### src/rtl/seg7_pkg.sv
// Shared types and constants for the seven-segment scan controller:
// FSM state encoding, hex segment patterns (a..g, a = MSB) and default timing.
package seg7_pkg;

  typedef enum logic {
    BLANK = 1'b0,
    DRIVE = 1'b1
  } state_t;

  localparam logic [6:0] SEG_PAT [16] = '{
    7'b1111110, 7'b0110000, 7'b1101101, 7'b1111001,
    7'b0110011, 7'b1011011, 7'b1011111, 7'b1110000,
    7'b1111111, 7'b1111011, 7'b1110111, 7'b0011111,
    7'b1001110, 7'b0111101, 7'b1001111, 7'b1000111
  };

  localparam int DEF_N_DIGITS  = 4;
  localparam int DEF_SCAN_DIV  = 50000;
  localparam int DEF_BLANK_CYC = 500;

endpackage

### src/rtl/seg7_scan_ctrl_if.sv
// Digit write bus between user logic (master) and the scan controller (slave).
interface seg7_scan_ctrl_if #(
  parameter int N_DIGITS = 4
) ();

  logic                        wr_en;
  logic [$clog2(N_DIGITS)-1:0] wr_digit;
  logic [3:0]                  wr_data;

  modport master (output wr_en, output wr_digit, output wr_data);
  modport slave  (input  wr_en, input  wr_digit, input  wr_data);

endinterface

### src/rtl/seg7_decode.sv
// Hex value to a..g segment pattern, purely combinational.
module seg7_decode
  import seg7_pkg::*;
(
  input  logic [3:0] val,
  output logic [6:0] seg
);

  assign seg = SEG_PAT[val];

endmodule

### src/rtl/seg7_scan_ctrl.sv
// Time-multiplexed common-cathode seven-segment scan controller with a blanking
// gap per slot. Define SEG7_LZ_BLANK_EN to suppress leading zero digits.
module seg7_scan_ctrl
  import seg7_pkg::*;
#(
  parameter int N_DIGITS  = DEF_N_DIGITS,
  parameter int SCAN_DIV  = DEF_SCAN_DIV,
  parameter int BLANK_CYC = DEF_BLANK_CYC
) (
  input  logic                 clk,
  input  logic                 reset,
  input  logic                 enable,
  seg7_scan_ctrl_if.slave      wr,
  output logic [N_DIGITS-1:0]  an,
  output logic                 a,
  output logic                 b,
  output logic                 c,
  output logic                 d,
  output logic                 e,
  output logic                 f,
  output logic                 g
);

  localparam int CNT_W = $clog2(SCAN_DIV);
  localparam int IDX_W = $clog2(N_DIGITS);

  state_t                    state_q, state_d;
  logic [CNT_W-1:0]          cnt_q, cnt_d;
  logic [IDX_W-1:0]          idx_q, idx_d;
  logic [N_DIGITS-1:0][3:0]  data_q, data_d;
  logic [3:0]                shown_q, shown_d;
  logic [N_DIGITS-1:0]       an_q, an_d;
  logic [6:0]                seg_q, seg_d;
  logic [6:0]                dec_seg;

  // Decoding the next shown value lets the pattern register load on the slot-entry edge.
  seg7_decode u_decode (
    .val (shown_d),
    .seg (dec_seg)
  );

  always_ff @(posedge clk or posedge reset) begin
    if (reset) begin
      state_q <= BLANK;
      cnt_q   <= '0;
      idx_q   <= '0;
      data_q  <= '0;
      shown_q <= '0;
      an_q    <= '1;
      seg_q   <= '0;
    end else begin
      state_q <= state_d;
      cnt_q   <= cnt_d;
      idx_q   <= idx_d;
      data_q  <= data_d;
      shown_q <= shown_d;
      an_q    <= an_d;
      seg_q   <= seg_d;
    end
  end

  always_comb begin
    data_d = data_q;
    if (wr.wr_en && (int'(wr.wr_digit) < N_DIGITS)) begin
      data_d[wr.wr_digit] = wr.wr_data;
    end

    state_d = state_q;
    cnt_d   = cnt_q;
    idx_d   = idx_q;
    shown_d = shown_q;

    if (!enable) begin
      state_d = BLANK;
      cnt_d   = '0;
      idx_d   = '0;
    end else begin
      case (state_q)
        BLANK: begin
          cnt_d = cnt_q + CNT_W'(1);
          // Same-edge write to this digit is captured via data_d.
          if (cnt_q == CNT_W'(BLANK_CYC - 1)) begin
            state_d = DRIVE;
            shown_d = data_d[idx_q];
          end
        end
        DRIVE: begin
          if (cnt_q == CNT_W'(SCAN_DIV - 1)) begin
            state_d = BLANK;
            cnt_d   = '0;
            idx_d   = (idx_q == IDX_W'(N_DIGITS - 1)) ? '0 : idx_q + IDX_W'(1);
          end else begin
            cnt_d = cnt_q + CNT_W'(1);
          end
        end
        default: begin
          state_d = BLANK;
          cnt_d   = '0;
          idx_d   = '0;
        end
      endcase
    end
  end

  // Pin registers load once at slot entry and hold for the whole DRIVE slot.
  always_comb begin
`ifdef SEG7_LZ_BLANK_EN
    logic lz_blank;
`endif
    an_d  = '1;
    seg_d = '0;
    if (state_d == DRIVE) begin
      if (state_q == DRIVE) begin
        an_d  = an_q;
        seg_d = seg_q;
      end else begin
        an_d[idx_d] = 1'b0;
        seg_d       = dec_seg;
`ifdef SEG7_LZ_BLANK_EN
        lz_blank = (idx_q != '0) && (shown_d == 4'h0);
        for (int k = 0; k < N_DIGITS; k++) begin
          if ((k > int'(idx_q)) && (data_d[k] != 4'h0)) begin
            lz_blank = 1'b0;
          end
        end
        if (lz_blank) begin
          an_d = '1;
        end
`endif
      end
    end
  end

  assign an                  = an_q;
  assign {a, b, c, d, e, f, g} = seg_q;

endmodule

### src/flat_wrapper.sv
// flat-port wrapper written by rule: the top's interface ports become plain ports
module seg7_scan_ctrl_flat import seg7_pkg::*;
#(
  parameter int N_DIGITS  = DEF_N_DIGITS,
  parameter int SCAN_DIV  = DEF_SCAN_DIV,
  parameter int BLANK_CYC = DEF_BLANK_CYC
)
  (clk, reset, enable, an, a, b, c, d, e, f, g, wr_wr_en, wr_wr_digit, wr_wr_data);
  seg7_scan_ctrl_if #(.N_DIGITS(N_DIGITS)) wr_i ();
  input  logic clk;
  input  logic reset;
  input  logic enable;
  output logic [N_DIGITS-1:0] an;
  output logic a;
  output logic b;
  output logic c;
  output logic d;
  output logic e;
  output logic f;
  output logic g;
  input wire logic [$bits(wr_i.wr_en)-1:0] wr_wr_en;
  input wire logic [$bits(wr_i.wr_digit)-1:0] wr_wr_digit;
  input wire logic [$bits(wr_i.wr_data)-1:0] wr_wr_data;
  assign wr_i.wr_en = wr_wr_en;
  assign wr_i.wr_digit = wr_wr_digit;
  assign wr_i.wr_data = wr_wr_data;
  seg7_scan_ctrl #(.N_DIGITS(N_DIGITS), .SCAN_DIV(SCAN_DIV), .BLANK_CYC(BLANK_CYC)) u_core (.clk(clk), .reset(reset), .enable(enable), .wr(wr_i), .an(an), .a(a), .b(b), .c(c), .d(d), .e(e), .f(f), .g(g));
endmodule
### config.mk
export PLATFORM = sky130hd
export DESIGN_NAME = seg7_scan_ctrl_flat
export DESIGN_NICKNAME = d
export VERILOG_FILES = /design/src/rtl/seg7_pkg.sv /design/src/rtl/seg7_scan_ctrl_if.sv /design/src/rtl/seg7_decode.sv /design/src/rtl/seg7_scan_ctrl.sv /design/src/flat_wrapper.sv
export SDC_FILE = /design/constraint.sdc
export NUM_CORES = 1
export LEC_CHECK = 0
export BUFFER_PORTS_ARGS = -buffer_cell sky130_fd_sc_hd__buf_4
export CAP_MARGIN = 10
export CORE_ASPECT_RATIO = 1.5
export CORE_UTILIZATION = 45
export CTS_CLUSTER_SIZE = 30
export DETAILED_ROUTE_END_ITERATION = 7
export PLACE_DENSITY = 0.67
export SETUP_SLACK_MARGIN = 0.05
export SYNTH_ARGS = -nofsm -noshare
export SYNTH_HDL_FRONTEND = slang
export SYNTH_HIERARCHICAL = 1
export SYNTH_SLANG_ARGS = --single-unit
### constraint.sdc
create_clock -name clk -period 7.95 [get_ports clk]
set_input_delay 1.9875 -clock clk [delete_from_list [all_inputs] [get_ports clk]]
set_output_delay 1.9875 -clock clk [all_outputs]
set_load 0.01 [all_outputs]
==> results of run 1 <==
[power by group through the flow]
stage / logic, W / registers, W / clock network, W
2_1_floorplan: 0.0000358 / 0.000282 / 0
3_3_place_gp: 0.0000464 / 0.000285 / 0
3_5_place_dp: 0.0000481 / 0.000286 / 0
4_1_cts: 0.0000483 / 0.000281 / 0.000159
5_1_grt: 0.0000535 / 0.000283 / 0.000167
6_report: 0.0000472 / 0.000281 / 0.000153
[cell type report]
type,instances,area (um^2)
Clock buffer,6,82.58
Fill cell,570,2819
Inverter,17,63.81
Timing Repair Buffer,22,165.2
Tap cell,72,90.09
Clock inverter,2,12.51
Multi-Input combinational cell,195,1424
Sequential cell,50,1256
[layer usage]
metal  GRT usage (%)  part of all wire (%)
met2           36.21                    54
met4           5.074                  0.73
met5               0                     0
met1           24.77                    43
met3           3.588                   1.8
[sequential cells by signal, indices dropped and copies added, names as in the netlist]
name,flops
u_core/cnt_q,16
u_core/data_q,16
u_core/seg_q,7
u_core/an,4
u_core/shown_q,4
u_core/idx_q,2
u_core/state_q,1
[per-stage QoR]
stage | util, % | hold slack (ns) | setup WS (ns)
6_report | 52.33 | 0.4910 | 3.337
5_1_grt | 52.33 | 0.5179 | 3.169
4_1_cts | 52.33 | 0.4937 | 3.339
3_5_place_dp | 50.72 | 0.4722 | 2.997
3_3_place_gp | 50.72 | 0.4662 | 3.162
2_1_floorplan | - | 0.4479 | 3.493
[cell families (layout without fill, tap and decap cells)]
kind of cell             count (synthesis)  in the layout  synth area share, %
adder cells (fa/ha/maj)                  9              9                4.004
AO/OA/AOI/OAI                           66             66                17.08
AND/OR/NAND/NOR                         91             91                18.46
multiplexers                            18             18                7.651
flip-flops                              50             50                44.66
XOR/XNOR                                11             11                3.425
buffers and inverters                   32             47                4.715
[cell usage after synthesis, types with 7 or more instances]
| master | count | area (um^2) |
|---|---|---|
| clkbuf_1 | 9 | 33.78 |
| a21oi_1 | 9 | 45.04 |
| nand2_1 | 14 | 52.55 |
| o21ai_0 | 9 | 45.04 |
| nor2_1 | 28 | 105.1 |
| nand3_1 | 7 | 35.03 |
| a32oi_1 | 7 | 61.31 |
| xor2_1 | 7 | 61.31 |
| o211ai_1 | 10 | 75.07 |
| and4b_1 | 7 | 70.07 |
| inv_1 | 17 | 63.81 |
| dfrtp_1 | 46 | 1151 |
| mux2_2 | 15 | 168.9 |
| ha_1 | 9 | 112.6 |
| a31oi_1 | 8 | 50.05 |
[final timing paths]
check                      slack [ns]             start  cells after the start               to
min                              0.49   u_core/cnt_q[0]                      1  u_core/cnt_q[0]
min in group asynchronous        1.94             reset                      2  u_core/cnt_q[7]
max reg2reg                      4.21  u_core/cnt_q[10]                      9  u_core/seg_q[3]
max in group asynchronous        5.38             reset                      2  u_core/cnt_q[6]
min reg2reg                      0.49   u_core/cnt_q[0]                      1  u_core/cnt_q[0]
max                              3.34    wr_wr_digit[0]                     10  u_core/seg_q[3]
==> flow_summary_export.csv, run 1 <==
group,metric,value,unit
yosys,ys_ff_latch,50,
critical_path,critPathLaunchType,"primary input",
floorplanning,pin_count,21,
grt,grt_pass1_vias,2122,
sta,maxSlewViolCount,0,
clocking,cts_tree,"yes",
clocking,post_cts_buffers,0,
sta,rsz0062_at_grt,"false",
pwr,swShare,24.62,%
routing,wl_per_cell,16.84,um
finish,layout_common_cells,"dfrtp_1 (46), nor2_1 (28), buf_4 (22)",
placement,port-buffer-count,20,
sta,hold_viol,0,
finish,final_common_cell,"dfrtp_1",
yosys,syn_inst,277,
critical_path,crit_arrival,4.77,ns
critical_path,critical-path-top-delay-family,"multiplexers",
pwr,power.total,0.0004807,W
finish,diodes,0,
sta,period_needed,4.613,ns
yosys,yosysUniqueCellTypes,50,
sta,setup_violations,0,
sta,setup_tns,0,ns
clocking,clk_latency,0.30,ns
sta,tightest_slew,1.066,ns
critical_path,path_cells,"buf_4 > nor3b_1 > mux2_2 > o211ai_1 > a31oi_1 > inv_1 > ha_1 > mux4_1 > a32oi_1 > nor2_1",
pwr,cell_internal_pwr,0.0003624,W
routing,vias,2143,
yosys,netlist_area,0.002813,mm^2
critical_path,crit_path_end_kind,"flop",
finish,drive_gt1_share,19.18,%
sta,post-route-period-util,58.03,%
critical_path,critPathBufInv,2,
outcome,status,"completed",
routing,drt_wl_total,6130,um
grt,grt_use_total,20.36,%
floorplanning,die_w,66.55,um
yosys,synth_edf_count,0,
floorplanning,initial_utilization,47.57,%
pwr,peakVddDrop,0.0001221,V
clocking,numCtsBuffers,5,
yosys,async_flop_share,100.0,%
yosys,seq_area_frac_synth,44.66,%
pwr,power_leakage,1.267,nW
routing,first_pass_iters,4,
clocking,cts_hold_buf,0,
critical_path,slowest_stage,"nor3b_1",
finish,stdcell_area,0.003094,mm^2
critical_path,cp_max_fo,21,
critical_path,cp.required,8.10,ns
routing,drtIter0Drc,133,
clocking,cts_max_path_buffers,2,
finish,stdcell_count,364,
routing,drc,0,
critical_path,worst_path_largest_cell_delay,0.51,ns
grt,grt_pass1_wl,10210,um
placement,postPlaceCellArea,0.002999,mm^2
pwr,net-switching-power,0.0001184,W
grt,antenna_found_initial,0,
grt,grt-ovfl-total,0,
floorplanning,die_h,98.83,um
placement,place_hpwl,4346,um
sta,skew,0.01197,ns
routing,ant_nets,0,
pwr,power_frac_seq,58.4,%
finish,nets,310,
yosys,synth.net_count,296,
clocking,cts_resized,0,
pwr,clkPwrFrac,31.8,%
yosys,syn_avg_cell_area,10.15,um^2
run,cap_violations,0,
sta,maxSlewHeadroom,28.62,%
routing,via_per_inst,5.887,
clocking,numClockSinks,50,
floorplanning,rows,34,
grt,grt_max_degree,51,
yosys,synthFlopType,"dfrtp_1",
clocking,htreeDepth,2,
pwr,p_comb_share,9.8,%
clocking,path_clk_slew,0.10,ns
placement,gp_congestion,0.8119,
clocking,cts_root_buf,"clkbuf_8",
pwr,power.density,155.4,mW/mm^2
finish,area_delta_synth_final,10.01,%
yosys,yosysWarnings,6,
sta,fmax,0.2168,GHz
placement,placed_cells,356,
floorplanning,coreArea,0.005913,mm^2
hold_path,hold_class,"reg2reg",
floorplanning,dieArea,0.006577,mm^2
critical_path,path_class,"in2reg",
No activity file was read; power rests on OpenSTA's default activity.
==> run 2, diff against run 1 <==
--- a/config.mk
+++ b/config.mk
@@ -5,6 +5,7 @@
 export SDC_FILE = /design/constraint.sdc
 export NUM_CORES = 1
 export LEC_CHECK = 0
+export ABC_AREA = 1
 export BUFFER_PORTS_ARGS = -buffer_cell sky130_fd_sc_hd__buf_4
 export CAP_MARGIN = 10
 export CORE_ASPECT_RATIO = 1.5
==> constraint.sdc (replaced) <==
create_clock -name clk -period 4.6 [get_ports clk]
set_input_delay 1.15 -clock clk [delete_from_list [all_inputs] [get_ports clk]]
set_output_delay 1.15 -clock clk [all_outputs]
set_load 0.01 [all_outputs]
==> flow_summary_export.csv, run 2 <==
group,metric,value,unit
outcome,status,"completed",
grt,grt_pass1_wl,9880,um
clocking,numClockSinks,50,
critical_path,cp_max_fo,8,
sta,hold_viol,0,
finish,nets,407,
finish,layout_common_cells,"nand2_1 (92), nor2_1 (51), dfrtp_1 (46)",
routing,wl_per_cell,11.86,um
critical_path,cp.required,4.79,ns
yosys,ys_ff_latch,50,
placement,port-buffer-count,20,
grt,use_met2,33.83,%
grt,grt_max_degree,51,
clocking,cts_root_buf,"clkbuf_8",
clocking,cts_hold_buf,0,
sta,setup_slack,1.535,ns
clocking,numCtsBuffers,5,
finish,diodes,0,
clocking,cts_tree,"yes",
clocking,cts_resized,0,
sta,post-route-period-util,66.63,%
critical_path,reg2reg_to,"u_core/seg_q[3]",
routing,drt_wl_total,5466,um
run,cap_violations,0,
sta,rsz0062_at_grt,"false",
routing,via_per_inst,4.796,
yosys,seq_area_frac_synth,44.90,%
finish,reg_top3,"u_core/cnt_q (16), u_core/data_q (16), u_core/seg_q (7)",
sta,period_needed,3.065,ns
grt,antenna_found_initial,0,
routing,first_pass_iters,4,
hold_path,hold_depth,1,
routing,vias,2211,
routing,ant_nets,0,
yosys,synth_area_leaders,"dfrtp_1 (41%), nand2_1 (12%), nor2_1 (6.8%)",
placement,gp_congestion,0.8572,
floorplanning,rows,34,
grt,grt_pass1_vias,2251,
clocking,cts_max_path_buffers,2,
finish,final_common_cell,"nand2_1",
routing,drtIter0Drc,82,
yosys,synth_top_area_share,41.14,%
yosys,yosys.area.top_type,"dfrtp_1",
floorplanning,die_w,66.38,um
clocking,post_cts_buffers,0,
pwr,power.total,0.0008375,W
critical_path,r2r_cells,16,
floorplanning,dieArea,0.006543,mm^2
sta,setup_violations,0,
hold_path,worstHoldStart,"u_core/cnt_q[0]",
critical_path,r2r_start,"u_core/cnt_q[0]",
yosys,async_flop_share,100.0,%
sta,maxSlewHeadroom,30.69,%
sta,maxSlewViolCount,0,
placement,place_hpwl,4082,um
floorplanning,die_h,98.57,um
floorplanning,pin_count,21,
yosys,synth_edf_count,0,
hold_path,hold_class,"reg2reg",
yosys,netlist_area,0.002798,mm^2
clocking,htreeDepth,2,
clocking,path_clk_slew,0.09,ns
finish,fillerInstances,583,
sta,fmax,0.3263,GHz
floorplanning,coreArea,0.005913,mm^2
critical_path,path_class,"in2reg",
hold_path,min_to,"u_core/cnt_q[0]",
finish,stdcell_area,0.003122,mm^2
critical_path,crit_path_end_kind,"flop",
yosys,yosysUniqueCellTypes,32,
critical_path,critPathLaunchType,"primary input",
yosys,yosys.cell_count.top_type,"nand2_1",
grt,grt.busiest_layer,"met2",
yosys,synth_commonest_cells,"nand2_1 (92), nor2_1 (51), dfrtp_1 (46)",
critical_path,crit_arrival,3.26,ns
grt,grtUsageMet3,3.819,%
grt,grt-ovfl-total,0,
yosys,syn_inst,363,
floorplanning,initial_utilization,47.31,%
sta,setup_tns,0,ns
yosys,yosysWarnings,6,
pwr,power.density,268.3,mW/mm^2
critical_path,rrSetupSlack,1.92,ns
finish,drive_gt1_share,15.17,%
sta,skew,0.01021,ns
placement,postPlaceCellArea,0.003027,mm^2
pwr,power_leakage,1.570,nW
yosys,syn_avg_cell_area,7.707,um^2
routing,drc,0,
placement,pre_cts_ws,1.198,ns
grt,grt_use_met1,23.67,%
pwr,peakVddDrop,0.0002229,V
clocking,clk_latency,0.30,ns
grt,grt_use_total,19.36,%
yosys,synth.net_count,382,
yosys,synthFlopType,"dfrtp_1",
sta,tightest_slew,1.038,ns
finish,area_delta_synth_final,11.58,%
[run 2: changes by cell type after synthesis, sizes merged, moves of 11 or more]
cell,change
mux2,-15
o21ai,+11
nand3,+31
nor2,+32
nand2,+86
inv,+29
[run 2: worst max-delay path, stage by stage]
cell	delay, ns
buf_4	0.12
inv_1	0.06
nand3_1	0.19
o21ai_0	0.26
o21ai_0	0.11
a21oi_1	0.13
nor2_1	0.06
nor2_1	0.30
inv_1	0.17
ha_1	0.30
nand2_1	0.07
o21ai_0	0.08
nand2_1	0.08
nand2_1	0.05
nand3_1	0.07
nand2_1	0.05
[run 2: power breakdown]
group	switching [W]	internal (W)
Clock	0.000144	0.000121
Combinational	0.0000630	0.0000363
Sequential	0.00000824	0.000465
Total	0.000215	0.000623
[run 2: final cells by class]
type | instances | area, um^2 | share of cell area, %
Clock buffer | 6 | 82.58 | 2.645
Multi-Input combinational cell | 264 | 1346 | 43.13
Clock inverter | 2 | 12.51 | 0.4008
Timing Repair Buffer | 20 | 150.1 | 4.810
Tap cell | 72 | 90.09 | 2.886
Inverter | 47 | 183.9 | 5.892
Sequential cell | 50 | 1256 | 40.24
[run 2: how the worst max path moves through the flow]
| stage | startpoint | endpoint | cells after the start |
|---|---|---|---|
| after floorplan | wr_wr_digit[1] | u_core/seg_q[3] | 15 |
| after global placement | wr_wr_digit[1] | u_core/seg_q[3] | 16 |
| after detailed placement | wr_wr_digit[1] | u_core/seg_q[3] | 16 |
| after CTS | wr_wr_digit[1] | u_core/seg_q[3] | 16 |
| after global routing | wr_wr_digit[1] | u_core/seg_q[3] | 16 |
| final | wr_wr_digit[1] | u_core/seg_q[3] | 16 |
[run 2: stage by stage]
step	util, %	hold slack (ns)	instances
3_5_place_dp	51.18	0.4503	453
3_3_place_gp	51.18	0.4491	453
2_1_floorplan	-	0.4329	363
5_1_grt	52.79	0.4773	461
4_1_cts	52.79	0.4632	461
6_report	52.79	0.4615	461
[run 2: cells by family after synthesis]
kind of cell	after synthesis	share of synthesized area [%]
simple gates	215	35.78
xor+xnor	4	1.252
fa+ha+maj	9	4.025
compound gates	36	7.066
flops	50	44.90
buf+inv	49	6.976
[run 2: per-layer routing]
metal	vias to the layer above	part of all wire, %
li1	1188	-
met1	989	46
met2	29	51
met3	5	2.4
met4	0	0.97
met5	-	0
==> run 3, diff against run 2 <==
--- a/config.mk
+++ b/config.mk
@@ -12,7 +12,7 @@
 export CORE_UTILIZATION = 45
 export CTS_CLUSTER_SIZE = 30
 export DETAILED_ROUTE_END_ITERATION = 7
-export PLACE_DENSITY = 0.67
+export PLACE_DENSITY = 0.69
 export SETUP_SLACK_MARGIN = 0.05
 export SYNTH_ARGS = -nofsm -noshare
 export SYNTH_HDL_FRONTEND = slang
==> constraint.sdc (replaced) <==
create_clock -name clk -period 2.7 [get_ports clk]
set_input_delay 0.675 -clock clk [delete_from_list [all_inputs] [get_ports clk]]
set_output_delay 0.675 -clock clk [all_outputs]
set_load 0.01 [all_outputs]
==> flow_summary_export.csv, run 3 (synthesized netlist as in run 2, its figures left out) <==
group,metric,value,unit
floorplanning,coreArea,0.005913,mm^2
grt,grt_use_total,19.16,%
critical_path,path_cells,"nor2_1 > nand2_1 > nor2_1 > nand4_1 > nor2_4 > or2_2 > nand2_1 > inv_1 > inv_1 > ha_1 > nand2_1 > o21ai_0 > nand2_1 > nand2_1 > nand3_1 > nand2_1",
finish,layout_common_cells,"nand2_1 (92), nor2_1 (50), dfrtp_1 (45)",
finish,seq_area,0.001257,mm^2
sta,post-route-period-util,88.34,%
sta,setup_tns,0,ns
routing,wl_per_cell,11.68,um
sta,skew,0.007098,ns
routing,via_per_inst,4.868,
floorplanning,rows,34,
sta,setup_violations,0,
floorplanning,dieArea,0.006543,mm^2
pwr,power.density,442.8,mW/mm^2
sta,fmax,0.4193,GHz
critical_path,crit_path_end_kind,"flop",
sta,tightest_slew,0.5436,ns
placement,place_hpwl,4143,um
critical_path,reg2reg_to,"u_core/seg_q[3]",
grt,grt_pass1_vias,2268,
clocking,numCtsBuffers,5,
pwr,power_leakage,1.617,nW
critical_path,worst_path_largest_cell_delay,0.43,ns
finish,nets,416,
floorplanning,pin_count,21,
floorplanning,die_h,98.57,um
critical_path,critical-path-top-delay-family,"simple AND/OR/NAND/NOR gates",
finish,area_delta_synth_final,15.03,%
routing,vias,2288,
critical_path,r2r_start,"u_core/cnt_q[9]",
finish,reg_top3,"u_core/cnt_q (16), u_core/data_q (16), u_core/seg_q (7)",
critical_path,slowest_stage,"dfrtp_1",
placement,port-buffer-count,20,
clocking,cts_max_path_buffers,2,
grt,grt-ovfl-total,0,
finish,final_common_cell,"nand2_1",
critical_path,rrSetupSlack,0.31,ns
critical_path,path_class,"reg2reg",
sta,hold_viol,0,
critical_path,cp_max_fo,7,
floorplanning,initial_utilization,47.31,%
grt,antenna_found_initial,0,
routing,drc,0,
sta,whs,0.4173,ns
grt,grt_pass1_wl,9770,um
critical_path,crit_arrival,2.58,ns
critical_path,critPathBufInv,2,
floorplanning,die_w,66.38,um
grt,grt_max_degree,27,
clocking,path_clk_slew,0.09,ns
finish,fillerInstances,554,
routing,first_pass_iters,4,
sta,maxSlewViolCount,0,
outcome,status,"completed",
clocking,cts_root_buf,"clkbuf_8",
sta,period_needed,2.385,ns
critical_path,critPathLaunchType,"flop",
pwr,peakVddDrop,0.0004521,V
critical_path,r2r_cells,16,
sta,maxSlewHeadroom,63.71,%
finish,multi_input_area,0.001361,mm^2
critical_path,path_common_cell,"nand2_1",
clocking,htreeDepth,2,
clocking,cts_tree,"yes",
critical_path,cp.required,2.89,ns
routing,drt_wl_total,5489,um
hold_path,hold_class,"in2async",
finish,diodes,0,
routing,drtIter0Drc,88,
finish,drive_gt1_share,17.84,%
run,cap_violations,0,
clocking,numClockSinks,50,
clocking,clk_latency,0.30,ns
sta,rsz0062_at_grt,"false",
routing,ant_nets,0,
placement,gp_congestion,0.8680,
[run 3: metal layers]
metal	vias up	global-route usage [%]	wire length, um
li1	1208	-	-
met3	6	2.431	146
met1	1043	23.29	2482
met5	-	0	0
met4	0	6.383	82
met2	31	34.14	2777
[run 3: worst reg2reg max path, cell delays in order (launching register included)]
cell and delay, ns:
dfrtp_1 0.43, nor2_1 0.20, nand2_1 0.08, nor2_1 0.08
nand4_1 0.14, nor2_4 0.20, or2_2 0.13, nand2_1 0.05
inv_1 0.13, inv_1 0.12, ha_1 0.31, nand2_1 0.07
o21ai_0 0.08, nand2_1 0.07, nand2_1 0.05, nand3_1 0.08
nand2_1 0.06
[run 3: repair_timing]
item / 4_1_cts / 5_1_grt
buffers inserted: 0 / 2
setup endpoints to repair: 0 / 5
hold buffers: 0 / 0
resized for setup: 0 / 6
[run 3: layout make-up]
type | count | area share, %
well taps | 72 | 2.799
flip-flops and latches | 50 | 39.07
clock inverters | 2 | 0.3888
repair buffers | 29 | 7.154
multi-input cells | 264 | 42.30
inverters | 47 | 5.715
clock buffers | 6 | 2.566
[run 3: worst max path at each step]
stage | startpoint | endpoint | slack, ns | depth (start not counted)
after CTS | u_core/cnt_q[8] | u_core/seg_q[3] | 0.22 | 17
after floorplan | wr_wr_digit[1] | u_core/seg_q[3] | 0.24 | 15
after global routing | u_core/cnt_q[11] | u_core/seg_q[3] | 0.05 | 16
final | u_core/cnt_q[9] | u_core/seg_q[3] | 0.31 | 16
after detailed placement | wr_wr_digit[1] | u_core/seg_q[3] | 0.06 | 16
after global placement | wr_wr_en | u_core/seg_q[3] | 0.12 | 16
[run 3: power breakdown]
| group | internal (W) | switching [W] | total (W) |
|---|---|---|---|
| Sequential | 0.000792 | 0.0000140 | 0.000807 |
| Clock | 0.000206 | 0.000232 | 0.000438 |
| Combinational | 0.0000704 | 0.000110 | 0.000180 |
[run 3: stage by stage]
stage	cell area (um^2)	cells	power, W	utilization [%]	setup WS (ns)
2_1_floorplan	2798	363	0.0009452	-	0.2359
3_3_place_gp	3092	460	0.0009965	52.29	0.1168
3_5_place_dp	3092	460	0.001001	52.29	0.05823
4_1_cts	3187	468	0.001452	53.89	0.2177
5_1_grt	3218	470	0.001512	54.42	0.05195
6_report	3218	470	0.001425	54.42	0.3149
